**config.mk**
```make
export PLATFORM = sky130hd
export DESIGN_NAME = read_response_arbiter
export DESIGN_NICKNAME = d
export VERILOG_FILES = /design/src/rtl/axi_ic_pkg.sv /design/src/rtl/r_dest_arbiter.sv /design/src/rtl/read_response_arbiter.sv
export SDC_FILE = /design/constraint.sdc
export NUM_CORES = 1
export LEC_CHECK = 0
export BUFFER_PORTS_ARGS = -buffer_cell sky130_fd_sc_hd__clkbuf_2
export CORE_AREA = 3 3 40 42
export DETAILED_ROUTE_END_ITERATION = 10
export DIE_AREA = 0 0 43 45
export HOLD_SLACK_MARGIN = 0.08
export SETUP_SLACK_MARGIN = 0.02
export SYNTH_ARGS = -nofsm -noshare
export SYNTH_HDL_FRONTEND = slang
export SYNTH_HIERARCHICAL = 1
export SYNTH_SLANG_ARGS = --single-unit
```
**constraint.sdc**
```tcl
create_clock -name clk -period 1.4 [get_ports clk]
set_input_delay 0.35 -clock clk [delete_from_list [all_inputs] [get_ports clk]]
set_output_delay 0.35 -clock clk [all_outputs]
set_load 0.005 [all_outputs]
```
**src/rtl/axi_ic_pkg.sv**
```systemverilog
// Shared interconnect constants and arbiter state encoding (AR/AW/R arbiters).
package axi_ic_pkg;

    localparam int M      = 2;
    localparam int S      = 2;
    localparam int MSEL_W = $clog2(M);
    localparam int SSEL_W = $clog2(S);

    typedef enum logic {
        IDLE = 1'b0,
        BUSY = 1'b1
    } arb_state_e;

endpackage

```
**src/rtl/r_dest_arbiter.sv**
```systemverilog
// Round-robin owner selection for one master's read-data return path.
//
//   state | meaning
//   IDLE  | no slave owns this master; scan requesters from rr_ptr
//   BUSY  | owner_q holds the path until its Rlast beat is accepted
module r_dest_arbiter
    import axi_ic_pkg::*;
(
    input  logic              clk_i,
    input  logic              rst_i,
    input  logic [S-1:0]      req_i,
    input  logic [S-1:0]      rvalid_i,
    input  logic [S-1:0]      rlast_i,
    input  logic              mready_i,
    output logic              busy_o,
    output logic [SSEL_W-1:0] owner_o,
    output logic [S-1:0]      grant_o
);

    arb_state_e        state_q, state_d;
    logic [SSEL_W-1:0] owner_q, owner_d;
    logic [SSEL_W-1:0] rr_ptr_q, rr_ptr_d;
    logic [SSEL_W-1:0] cand;
    logic              found;

    // State, owner and round-robin pointer registers.
    always_ff @(posedge clk_i) begin
        if (rst_i) begin
            state_q  <= IDLE;
            owner_q  <= '0;
            rr_ptr_q <= '0;
        end else begin
            state_q  <= state_d;
            owner_q  <= owner_d;
            rr_ptr_q <= rr_ptr_d;
        end
    end

    // Pick the first requester at or after rr_ptr; release on the accepted last beat.
    // The pointer arithmetic wraps naturally because S is a power of two.
    always_comb begin
        state_d  = state_q;
        owner_d  = owner_q;
        rr_ptr_d = rr_ptr_q;
        found    = 1'b0;
        cand     = '0;
        case (state_q)
            IDLE: begin
                for (int i = 0; i < S; i++) begin
                    cand = rr_ptr_q + SSEL_W'(i);
                    if (!found && req_i[cand]) begin
                        found   = 1'b1;
                        owner_d = cand;
                    end
                end
                if (found) begin
                    state_d = BUSY;
                end
            end
            BUSY: begin
                if (rvalid_i[owner_q] && mready_i && rlast_i[owner_q]) begin
                    state_d  = IDLE;
                    rr_ptr_d = owner_q + SSEL_W'(1);
                end
            end
            default: state_d = IDLE;
        endcase
    end

    // Grant is a decode of registered state, so it changes only on the clock.
    always_comb begin
        busy_o  = (state_q == BUSY);
        owner_o = owner_q;
        grant_o = '0;
        for (int s = 0; s < S; s++) begin
            grant_o[s] = busy_o && (owner_q == SSEL_W'(s));
        end
    end

endmodule

```
**src/rtl/read_response_arbiter.sv**
```systemverilog
// R-channel return-path arbiter: routes each slave's read burst to the master
// named in the upper RID bits, one independent round-robin arbiter per master.
module read_response_arbiter
    import axi_ic_pkg::*;
#(
    parameter int ID_WIDTH = 4
) (
    input  logic                clk,
    input  logic                rst,
    input  logic                S0_Rvalid,
    input  logic                S1_Rvalid,
    input  logic [ID_WIDTH-1:0] S0_Rid,
    input  logic [ID_WIDTH-1:0] S1_Rid,
    input  logic                S0_Rlast,
    input  logic                S1_Rlast,
    output logic                S0_Rgrant,
    output logic                S1_Rgrant,
    output logic                S0_Rready,
    output logic                S1_Rready,
    input  logic                M0_Rready,
    input  logic                M1_Rready,
    output logic                M0_Rvalid,
    output logic                M1_Rvalid,
    output logic [SSEL_W-1:0]   M0_Rsel,
    output logic [SSEL_W-1:0]   M1_Rsel
);

    logic [S-1:0]      s_rvalid, s_rlast, s_grant, s_rready;
    logic [MSEL_W-1:0] s_dest [S];
    logic [M-1:0]      m_rready, m_busy, m_rvalid;
    logic [S-1:0]      m_req [M];
    logic [S-1:0]      m_gnt [M];
    logic [SSEL_W-1:0] m_owner [M];
    logic              unused_rid_bits;

    assign s_rvalid  = {S1_Rvalid, S0_Rvalid};
    assign s_rlast   = {S1_Rlast, S0_Rlast};
    assign m_rready  = {M1_Rready, M0_Rready};
    assign s_dest[0] = S0_Rid[ID_WIDTH-1 -: MSEL_W];
    assign s_dest[1] = S1_Rid[ID_WIDTH-1 -: MSEL_W];
    assign unused_rid_bits = ^{S0_Rid[ID_WIDTH-MSEL_W-1:0], S1_Rid[ID_WIDTH-MSEL_W-1:0]};

    // A slave that already owns a path is masked, so a mid-burst RID change
    // cannot make it request a second master.
    always_comb begin
        for (int m = 0; m < M; m++) begin
            for (int s = 0; s < S; s++) begin
                m_req[m][s] = s_rvalid[s] && (s_dest[s] == MSEL_W'(m)) && !s_grant[s];
            end
        end
    end

    for (genvar m = 0; m < M; m++) begin : g_arb
        r_dest_arbiter u_arb (
            .clk_i    (clk),
            .rst_i    (rst),
            .req_i    (m_req[m]),
            .rvalid_i (s_rvalid),
            .rlast_i  (s_rlast),
            .mready_i (m_rready[m]),
            .busy_o   (m_busy[m]),
            .owner_o  (m_owner[m]),
            .grant_o  (m_gnt[m])
        );
    end

    // The granting arbiter's grant bit is the latched destination: ready comes
    // from the master that owns the slave, whatever the current RID says.
    always_comb begin
        s_grant  = '0;
        s_rready = '0;
        for (int m = 0; m < M; m++) begin
            s_grant  = s_grant | m_gnt[m];
            s_rready = s_rready | (m_gnt[m] & {S{m_rready[m]}});
            m_rvalid[m] = m_busy[m] && s_rvalid[m_owner[m]];
        end
    end

    assign S0_Rgrant = s_grant[0];
    assign S1_Rgrant = s_grant[1];
    assign S0_Rready = s_rready[0];
    assign S1_Rready = s_rready[1];
    assign M0_Rvalid = m_rvalid[0];
    assign M1_Rvalid = m_rvalid[1];
    assign M0_Rsel   = m_owner[0];
    assign M1_Rsel   = m_owner[1];

endmodule

```
* After elaboration in Yosys (flattened, before gate mapping)
Cells that the tools add are included.
W data, S select, Z words.
** Operators by class
- $add $sub $neg :: 4
- $lt $le $gt $ge :: 6
- Mux-type cells :: 34
- Bitwise operators :: 10
- Reduce and logical (&&, ||, !) cells :: 30
** Operators with widths (count)
- $mux W1 :: 32
- $logic_and A1 B1 Y1 :: 20
- $lt A1 B2 Y1 const B :: 6
- $reduce_and A2 Y1 :: 4
- $not A1 Y1 :: 6
- $add A1 B1 Y1 const B :: 4
- $and A2 B2 Y2 :: 2
- $logic_not A1 Y1 :: 4
- $or A2 B2 Y2 :: 2
- $pmux W1 S2 :: 2
- $reduce_bool A2 Y1 :: 2
** Storage, ports and cells
- Register bits after elaboration :: 6
- Bits of input ports :: 16
- Output and inout port bits :: 8
- Logic and storage cells :: 90

* Logic depth before layout (Yosys ltp)
Gate-level depths: netlist (run 1).
- Depth in word-level cells :: 15
- Depth in mapped cells :: 7
- Depth with buffers taken out :: 7

* Modules after synthesis
The synthesis (run 1) kept the hierarchy.
** Modules (own cells, without submodules)
- r_dest_arbiter :: times used 2, cells an instance 19, area each 151.4 um^2, sequential area each 60.1 um^2
- read_response_arbiter :: times used 1, cells an instance 12, area each 116.4 um^2, sequential area each 0.0 um^2

* Worst setup path before layout (run 1)
OpenSTA, ideal clock, no wires.
- Path kind :: reg2reg
- Start point :: reg g_arb[0].u_arb.owner_q
- End point :: reg g_arb[0].u_arb.owner_q
- Setup time :: 0.122 ns
- Arrival time :: 1.193 ns
- Data required time :: 1.278 ns
- Slack :: 0.085 ns
- Stages on the path, launching flop included :: 7
- Path buffers :: 0
- Period minus slack after synthesis :: 1.315 ns
- Path through :: dfxtp_1 > nor2_1 > or2_1 > nor3b_2 > inv_1 > o211ai_1 > a21oi_1
** RTL lines
- start, declared :: RTL line r_dest_arbiter.sv:21 : logic [SSEL_W-1:0] owner_q, owner_d;
- start signal, assigned :: RTL line r_dest_arbiter.sv:34 : owner_q <= owner_d;

==> results.cfg, run 1 <==
[finish]
fin_nets = 99
num_antenna_cells = 0
drive_gt1_frac = 0.605
fin_cells = 96
n_fill_cell = 121
syn_to_final_growth_pct = 59.7

[timing]
maxSlewHeadroom = 0.857
setup_ws_ns = -0.0533
fmax_mhz = 688
fin_skew_ns = 0.00120
worstMarginPinSlew_ns = 0.213
hold_viol = 0
slew_viol_final = 0
setup_viol = 3
rsz0062_at_grt = true
setup_tns_ns = -0.0952
period_share = 1.04
fin_crit_ns = 1.45

[synthesis]
synth-main-ff-cell = dfxtp_1
ys_types = 22
ys_top_cells_by_count = dfxtp_1, nor2_1, inv_1
synthArstFlopShare = 0
synth.ff_latch_count = 6
synth.avg_cell_area_um2 = 8.38
synthesis.nets = 66
synth-edff-count = 0
netlist.top_cell.by_area = dfxtp_1
yosysSeqAreaShare = 0.287
synth_cells = 50
yosys.area.top_type_share = 0.287
synth_area_leaders = dfxtp_1, and4bb_2, nor3b_2
ys_warn_count = 6
synth_area_um2 = 419

[clock_tree]
insertion_delay_ns = 0.24
path_clk_slew_ns = 0.04
tritoncts = built
cts_max_path_buffers = 2
h-tree-depth = 1
root_buffer = clkbuf_4
cts.sinks = 6
cts_buffers = 3

[hold_path]
worstHoldPathType = in -> reg
hold_start = rst

[routing]
wirelength_um = 1150
drt-initial-drc-count = 7
drt-vias-per-instance = 5.19
dr_total_vias = 498
wl_per_cell_um = 12.0
ant_nets = 0
first_pass_iters = 4
drc = 0

[placement]
dpl.cell_count = 86
hpwlAfterDp_um = 873
place_ws_ns = 0.0488
port-buffer-count = 17
gp_congestion = 0.730

[die]
core_mm2 = 0.00128
fp.dieW_um = 43
start_util = 0.326
die-area_mm2 = 0.00194
num_rows = 13
pin_count = 24
dieHeight_um = 45

[pwr]
total_power_w = 0.000539
leakagePower_nw = 0.315
switching_share = 0.281
pwr-share-comb = 0.341
power_frac_clock = 0.287
power_frac_seq = 0.373
powerDensity_mw_per_mm2 = 805
p_int_w = 0.000387
switching_power_w = 0.000151
peakVddDrop_mv = 0.390

[critical_path]
critPathMaxStageDelay_ns = 0.35
cp_cell_sequence = and2_4 -> or2_4 -> clkbuf_2
cp_slowest_cell = dfxtp_4
r2r-start = g_arb[0].u_arb/busy_o$_SDFF_PP0_
critPathLaunchType = flop
cp-startpoint = g_arb[0].u_arb/owner_o$_SDFFE_PP0P_
end_kind = output pin
path_class = reg -> out
cp_max_fo = 4
cp_data_arrival_time_ns = 1.10
cp_data_required_time_ns = 1.05

[global_routing]
first_global_vias = 478
grt_first_pass_wirelength_um = 1930
grt_start_max_net_pins = 7
gr-total-overflow = 0
grt_usage = 0.137
antenna_found_initial = 0

[status]
failed_checks = negative setup slack
status = finished with violations

[run]
drv_cap = 0
==> power by group through the flow <==
stage          Clock [W]  Sequential, W  Combinational, W
2_1_floorplan          0       0.000203         0.0000758
3_3_place_gp           0       0.000201          0.000147
3_5_place_dp           0       0.000201          0.000149
4_1_cts         0.000166       0.000201          0.000175
5_1_grt         0.000181       0.000202          0.000204
6_report        0.000154       0.000201          0.000183
==> sequential cells by signal (all words and copies together), names as in the netlist <==
name,count
g_arb.u_arb/busy_o,2
g_arb.u_arb/owner_o,2
g_arb.u_arb/rr_ptr_q,2
==> metal layers <==
| layer | GRT usage | part of all wire | vias up |
|---|---|---|---|
| met5 | 0 | 0 | - |
| met3 | 0.0359 | 0.075 | 4 |
| met4 | 0.139 | 0.029 | 0 |
| met1 | 0.152 | 0.44 | 221 |
| li1 | - | - | 252 |
| met2 | 0.207 | 0.46 | 21 |
==> worst paths after layout <==
check / end / slack (ns) / cells past startpoint
worst max-delay path: S1_Rgrant / -0.05 / 3
worst min-delay path: g_arb[0].u_arb/owner_o$_SDFFE_PP0P_ / 0.34 / 2
worst min register to register: g_arb[0].u_arb/rr_ptr_q$_SDFFE_PP0P_ / 0.55 / 2
worst max register to register: g_arb[0].u_arb/owner_o$_SDFFE_PP0P_ / 0.10 / 7
==> layout make-up <==
cell class,instances,area [um2],share of cell area
Sequential cell,6,133,0.198
Inverter,4,15.0,0.0224
Tap cell,15,18.8,0.0280
Clock buffer,3,22.5,0.0336
Multi-Input combinational cell,40,299,0.447
Timing Repair Buffer,28,181,0.271
==> stage by stage <==
stage / area (um2) / hold WS [ns] / utilization
after floorplan: 419 / 0.419 / -
after global placement: 553 / 0.533 / 0.430
after detailed placement: 553 / 0.544 / 0.430
after CTS: 636 / 0.332 / 0.495
after global routing: 669 / 0.339 / 0.521
final: 669 / 0.339 / 0.521
==> cell usage in the layout (no fill, tap or decap), drive strengths merged <==
cell type  Yosys  layout
o21ai          2       2
a21oi          2       2
nor2           6       6
a311oi         2       2
a31oi          2       2
dfxtp          6       6
and4bb         2       2
buf            0      12
mux2i          2       2
nor3b          2       2
and2           2       2
or2            2       2
nor3           2       2
nor2b          2       2
o21a           2       2
a22o           2       2
and3           2       2
clkbuf         0      19
o211ai         2       2
and3b          2       2
inv            4       4
nand2          2       2
==> what timing repair did <==
action / 4_1_cts / 5_1_grt
endpoints found under the setup margin: 6 / 7
setup buffers: 5 / 2
resized for setup: 12 / 5
hold buffers: 0 / 0
pin swaps: 0 / 3
endpoints found under the hold margin: 0 / 0
==> worst max-delay path, delay by kind of cell, from the launching register on <==
| family | cells | cell delay, ns |
|---|---|---|
| AND/OR/NAND/NOR | 2 | 0.40 |
| flip-flops | 1 | 0.35 |
| buffers and inverters | 1 | 0.11 |
==> kinds of logic (layout without fill, tap and decap cells) <==
logic type | count (synthesis) | after routing | synth area share
AO/OA/AOI/OAI | 14 | 14 | 0.236
buffers and inverters | 4 | 35 | 0.0358
flip-flops | 6 | 6 | 0.287
multiplexers | 2 | 2 | 0.0478
AND/OR/NAND/NOR | 24 | 24 | 0.394
No activity file was read; power rests on OpenSTA's default activity.
==> run 2, diff against run 1 <==
--- a/config.mk
+++ b/config.mk
@@ -6,12 +6,11 @@
 export NUM_CORES = 1
 export LEC_CHECK = 0
 export BUFFER_PORTS_ARGS = -buffer_cell sky130_fd_sc_hd__clkbuf_2
-export CORE_AREA = 3 3 40 42
+export CORE_AREA = 10 10 47 49
 export DETAILED_ROUTE_END_ITERATION = 10
-export DIE_AREA = 0 0 43 45
+export DIE_AREA = 0 0 57 59
 export HOLD_SLACK_MARGIN = 0.08
 export SETUP_SLACK_MARGIN = 0.02
 export SYNTH_ARGS = -nofsm -noshare
 export SYNTH_HDL_FRONTEND = slang
-export SYNTH_HIERARCHICAL = 1
 export SYNTH_SLANG_ARGS = --single-unit
==> run 2 against run 1 <==
  * The flow still finishes with violations (negative setup slack)
  * Wire length rose by 28%
  * Die area rose by 74%
  * Total power rose by 6.1%
  * Sequential share of layout area barely moved
  * Utilization fell by 3.4 points
  * Hold slack improved by 0.0027 ns
  * Area after synthesis rose by 6.0%
  * Synthesized cell count rose by 12%
  * Count of clock-buffer cells in the layout did not move
  * Critical path type unchanged
==> results.cfg, run 2 <==
[status]
status = finished with violations
failed_checks = negative setup slack

[critical_path]
timing.reg2reg.setup_slack_ns = 0.22
cp_slowest_cell = dfxtp_4
cp_data_arrival_time_ns = 1.06
cp_data_required_time_ns = 1.05
cp_num_buf_inv = 2
end_kind = output pin
critPathMaxStageDelay_ns = 0.36
cp_cell_sequence = buf_12 -> mux2i_1 -> nor2b_1 -> buf_2
path_class = reg -> out
cp_top_family = flip-flops
cp_max_fo = 4
critPathLaunchType = flop

[synthesis]
synth.avg_cell_area_um2 = 7.93
synth_cells = 56
yosys.area.top_type_share = 0.270
ys_warn_count = 0
synthesis.nets = 72
synthArstFlopShare = 0
ys_top_cells_by_count = nand2_1, dfxtp_1, inv_1
synth-edff-count = 0
ys_types = 25
synth_area_leaders = dfxtp_1, nand2_1, buf_6
yosysSeqAreaShare = 0.270
synth_most_common_cell = nand2_1
synth.ff_latch_count = 6
netlist.top_cell.by_area = dfxtp_1
synth-main-ff-cell = dfxtp_1
synth_area_um2 = 444

[finish]
layout_common_cells = clkbuf_2, nand2_1, buf_4, inv_1, dfxtp_4
fin_nets = 99
final_common_cell = clkbuf_2
drive_gt1_frac = 0.531
num_antenna_cells = 0
syn_to_final_growth_pct = 53.5
n_fill_cell = 154

[die]
num_rows = 14
die-area_mm2 = 0.00336
start_util = 0.317
pin_count = 24
fp.dieW_um = 57
dieHeight_um = 59
core_mm2 = 0.00140

[routing]
wirelength_um = 1480
drt-initial-drc-count = 16
dr_total_vias = 545
ant_nets = 0
wl_per_cell_um = 15.2
drt-vias-per-instance = 5.62
drc = 0
first_pass_iters = 6

[placement]
gp_congestion = 0.750
port-buffer-count = 17
hpwlAfterDp_um = 1000

[clock_tree]
hold_buffers = 0
cts.sinks = 6
cts_max_path_buffers = 2
root_buffer = clkbuf_4
cts_buffers = 3
path_clk_slew_ns = 0.04
insertion_delay_ns = 0.25
h-tree-depth = 1
tritoncts = built

[pwr]
leakagePower_nw = 0.309
powerDensity_mw_per_mm2 = 838
peakVddDrop_mv = 0.355

[global_routing]
grt_first_pass_wirelength_um = 2350
antenna_found_initial = 0
grt_start_max_net_pins = 9
grt_usage = 0.0868
gr-total-overflow = 0
first_global_vias = 577

[hold_path]
worstHoldPathType = in -> reg

[timing]
setup_viol = 3
fin_skew_ns = 0.00310
hold_viol = 0
whs_ns = 0.341
rsz0062_at_grt = true
setup_tns_ns = -0.0243
period_share = 1.01
fin_crit_ns = 1.41
fmax_mhz = 709
worstMarginPinSlew_ns = 0.216
maxSlewHeadroom = 0.856
slew_viol_final = 0
setup_ws_ns = -0.0110

[run]
drv_cap = 0
run 2: cell count changes after synthesis, sizes merged, moves of 3 or more:
| cell | change |
|---|---|
| nor2 | -6 |
| nand3 | +3 |
| nand2b | +3 |
| buf | +3 |
| nand2 | +8 |
run 2: area by class of cell:
cell class	count	area, um2	area share
Sequential cell	6	135	0.198
Inverter	4	15.0	0.0220
Clock buffer	3	22.5	0.0330
Timing Repair Buffer	25	170	0.250
Tap cell	16	20.0	0.0294
Multi-Input combinational cell	43	319	0.468
run 2: power breakdown:
| group | switching (W) | total [W] | internal (W) |
|---|---|---|---|
| clock | 0.0000659 | 0.000163 | 0.0000972 |
| combinational | 0.0000934 | 0.000206 | 0.000113 |
| sequential | 0.0000170 | 0.000202 | 0.000185 |
run 2: timing repair:
action                     CTS  global route
setup buffers                5             2
resized for setup           14             6
pin swaps                    2             1
cloned                       0             0
setup endpoints to repair    6             6
run 2: stage by stage:
stage,setup slack (ns),utilization,power [W],area [um2],instances
2_1_floorplan,0.267,-,0.000291,444,56
3_3_place_gp,0.0952,0.378,0.000342,529,87
6_report,-0.0110,0.487,0.000571,682,97
5_1_grt,-0.0791,0.487,0.000606,682,97
3_5_place_dp,0.0996,0.378,0.000341,529,87
4_1_cts,-0.0424,0.466,0.000558,653,95
run 2: final timing paths:
kind                                                            from                              endpoint  cells after the start
worst max-delay path             g_arb[0].u_arb.owner_o$_SDFFE_PP0P_                             M0_Rvalid                      4
worst min-delay path                                        S1_Rlast  g_arb[0].u_arb.rr_ptr_q$_SDFFE_PP0P_                      2
worst max register to register      g_arb[1].u_arb.busy_o$_SDFF_PP0_      g_arb[0].u_arb.busy_o$_SDFF_PP0_                      4
worst min register to register  g_arb[1].u_arb.rr_ptr_q$_SDFFE_PP0P_   g_arb[1].u_arb.owner_o$_SDFFE_PP0P_                      2
run 2: logic make-up after synthesis:
group / after synthesis / synth area share
AND/OR/NAND/NOR: 23 / 0.285
AO/OA/AOI/OAI: 19 / 0.327
multiplexers: 1 / 0.0225
buffers and inverters: 7 / 0.0958
flip-flops: 6 / 0.270
run 2: metal layers:
metal / track usage / part of all wire
met1: 0.0923 / 0.46
met2: 0.144 / 0.48
met3: 0.0193 / 0.050
met4: 0.0705 / 0.0041
met5: 0 / 0
==> run 3, diff against run 2 <==
--- a/config.mk
+++ b/config.mk
@@ -11,6 +11,7 @@
 export DIE_AREA = 0 0 57 59
 export HOLD_SLACK_MARGIN = 0.08
 export SETUP_SLACK_MARGIN = 0.02
+export SKIP_CTS_REPAIR_TIMING = 1
 export SYNTH_ARGS = -nofsm -noshare
 export SYNTH_HDL_FRONTEND = slang
 export SYNTH_SLANG_ARGS = --single-unit
==> run 3 against run 2 <==
  * The flow still finishes with violations (negative setup slack)
  * Critical path depth fell by 1
  * Clock power rose by 3%
  * Critical endpoint is now S1_Rready
  * Largest cell class unchanged
  * First-iteration DRC count rose by 38%
  * Wire length fell by 1.7%
==> results.cfg, run 3 (synthesis gave the netlist of run 2 again) <==
[die]
dieHeight_um = 59
start_util = 0.317
core_mm2 = 0.00140
fp.dieW_um = 57
pin_count = 24
die-area_mm2 = 0.00336
num_rows = 14

[timing]
setup_ws_ns = -0.0442
fin_skew_ns = 0.00394
fin_crit_ns = 1.44
worstMarginPinSlew_ns = 0.231
period_share = 1.03
fmax_mhz = 692
maxSlewHeadroom = 0.846
hold_viol = 0
setup_viol = 3
rsz0062_at_grt = true
slew_viol_final = 0

[placement]
port-buffer-count = 17
place_ws_ns = 0.0996
gp_congestion = 0.750
hpwlAfterDp_um = 1000

[pwr]
power_frac_seq = 0.369
pwr-share-comb = 0.328
leakagePower_nw = 0.300
switching_share = 0.318
powerDensity_mw_per_mm2 = 855
p_int_w = 0.000378
total_power_w = 0.000553
power_frac_clock = 0.303
peakVddDrop_mv = 0.378
switching_power_w = 0.000176

[finish]
final_common_cell = clkbuf_2
syn_to_final_growth_pct = 45.6
layout_common_cells = clkbuf_2, nand2_1, buf_4, inv_1, dfxtp_4
fin_nets = 99
num_antenna_cells = 0
drive_gt1_frac = 0.506

[clock_tree]
insertion_delay_ns = 0.25
cts_max_path_buffers = 2
root_buffer = clkbuf_4
cts_buffers = 3
h-tree-depth = 1
path_clk_slew_ns = 0.04
tritoncts = built
cts.sinks = 6

[routing]
dr_total_vias = 541
drt-initial-drc-count = 22
drt-vias-per-instance = 5.58
ant_nets = 0
drc = 0
wirelength_um = 1450
first_pass_iters = 4
wl_per_cell_um = 15.0

[global_routing]
gr-total-overflow = 0
grt_usage = 0.0781
antenna_found_initial = 0
grt_first_pass_wirelength_um = 2120
first_global_vias = 521
grt_start_max_net_pins = 12

[status]
failed_checks = negative setup slack
status = finished with violations

[critical_path]
path_class = reg -> out
cp_data_required_time_ns = 1.05
critPathLaunchType = flop
cp_max_fo = 6
end_kind = output pin
cp_data_arrival_time_ns = 1.09

[run]
drv_cap = 0

[hold_path]
worstHoldPathType = in -> reg
==> run 3: cell types whose count changed in the layout (fill, tap and decap cells not counted), sizes merged <==
cell and change:
buf -1, clkbuf +1
==> run 3: worst paths after layout <==
| check | depth (start not counted) | slack (ns) | endpoint | start |
|---|---|---|---|---|
| max | 3 | -0.04 | S1_Rready | g_arb[0].u_arb.busy_o$_SDFF_PP0_ |
| min | 2 | 0.33 | g_arb[0].u_arb.rr_ptr_q$_SDFFE_PP0P_ | S1_Rlast |
| max reg2reg | 4 | 0.18 | g_arb[0].u_arb.busy_o$_SDFF_PP0_ | g_arb[1].u_arb.busy_o$_SDFF_PP0_ |
| min reg2reg | 2 | 0.48 | g_arb[1].u_arb.owner_o$_SDFFE_PP0P_ | g_arb[1].u_arb.rr_ptr_q$_SDFFE_PP0P_ |
==> run 3: power groups by stage <==
stage	clock network [W]	logic, W	registers [W]
after global routing	0.000173	0.000199	0.000206
after CTS	0.000169	0.000129	0.000210
after floorplan	0	0.0000895	0.000201
after detailed placement	0	0.000128	0.000213
final	0.000168	0.000181	0.000204
after global placement	0	0.000128	0.000213
==> run 3: layout make-up <==
class	instances	area (um2)
well taps	16	20.0
flip-flops and latches	6	135
multi-input cells	43	309
repair buffers	25	145
fillers	155	754
clock buffers	3	22.5
inverters	4	15.0
==> run 3: layer usage <==
metal	vias to the layer above	track usage	wire length, um
li1	265	-	-
met1	252	0.0899	680
met2	21	0.116	691
met3	3	0.0193	53
met4	0	0.0705	27
met5	-	0	0
==> run 3: stage by stage <==
stage               instances  setup TNS, ns   util  hold WS, ns  area [um2]
finish                     97        -0.0642  0.462        0.332         647
global route               97         -0.140  0.462        0.354         647
CTS                        90         -0.515  0.394        0.335         552
detailed placement         87              0  0.378        0.486         529
global placement           87              0  0.378        0.494         529
floorplan                  56              0      -        0.422         444
==> run 3: worst max-delay path, stage by stage (launching register included) <==
cell and delay (ns):
dfxtp_4 0.35, and3_2 0.21, a21o_1 0.17, clkbuf_2 0.11
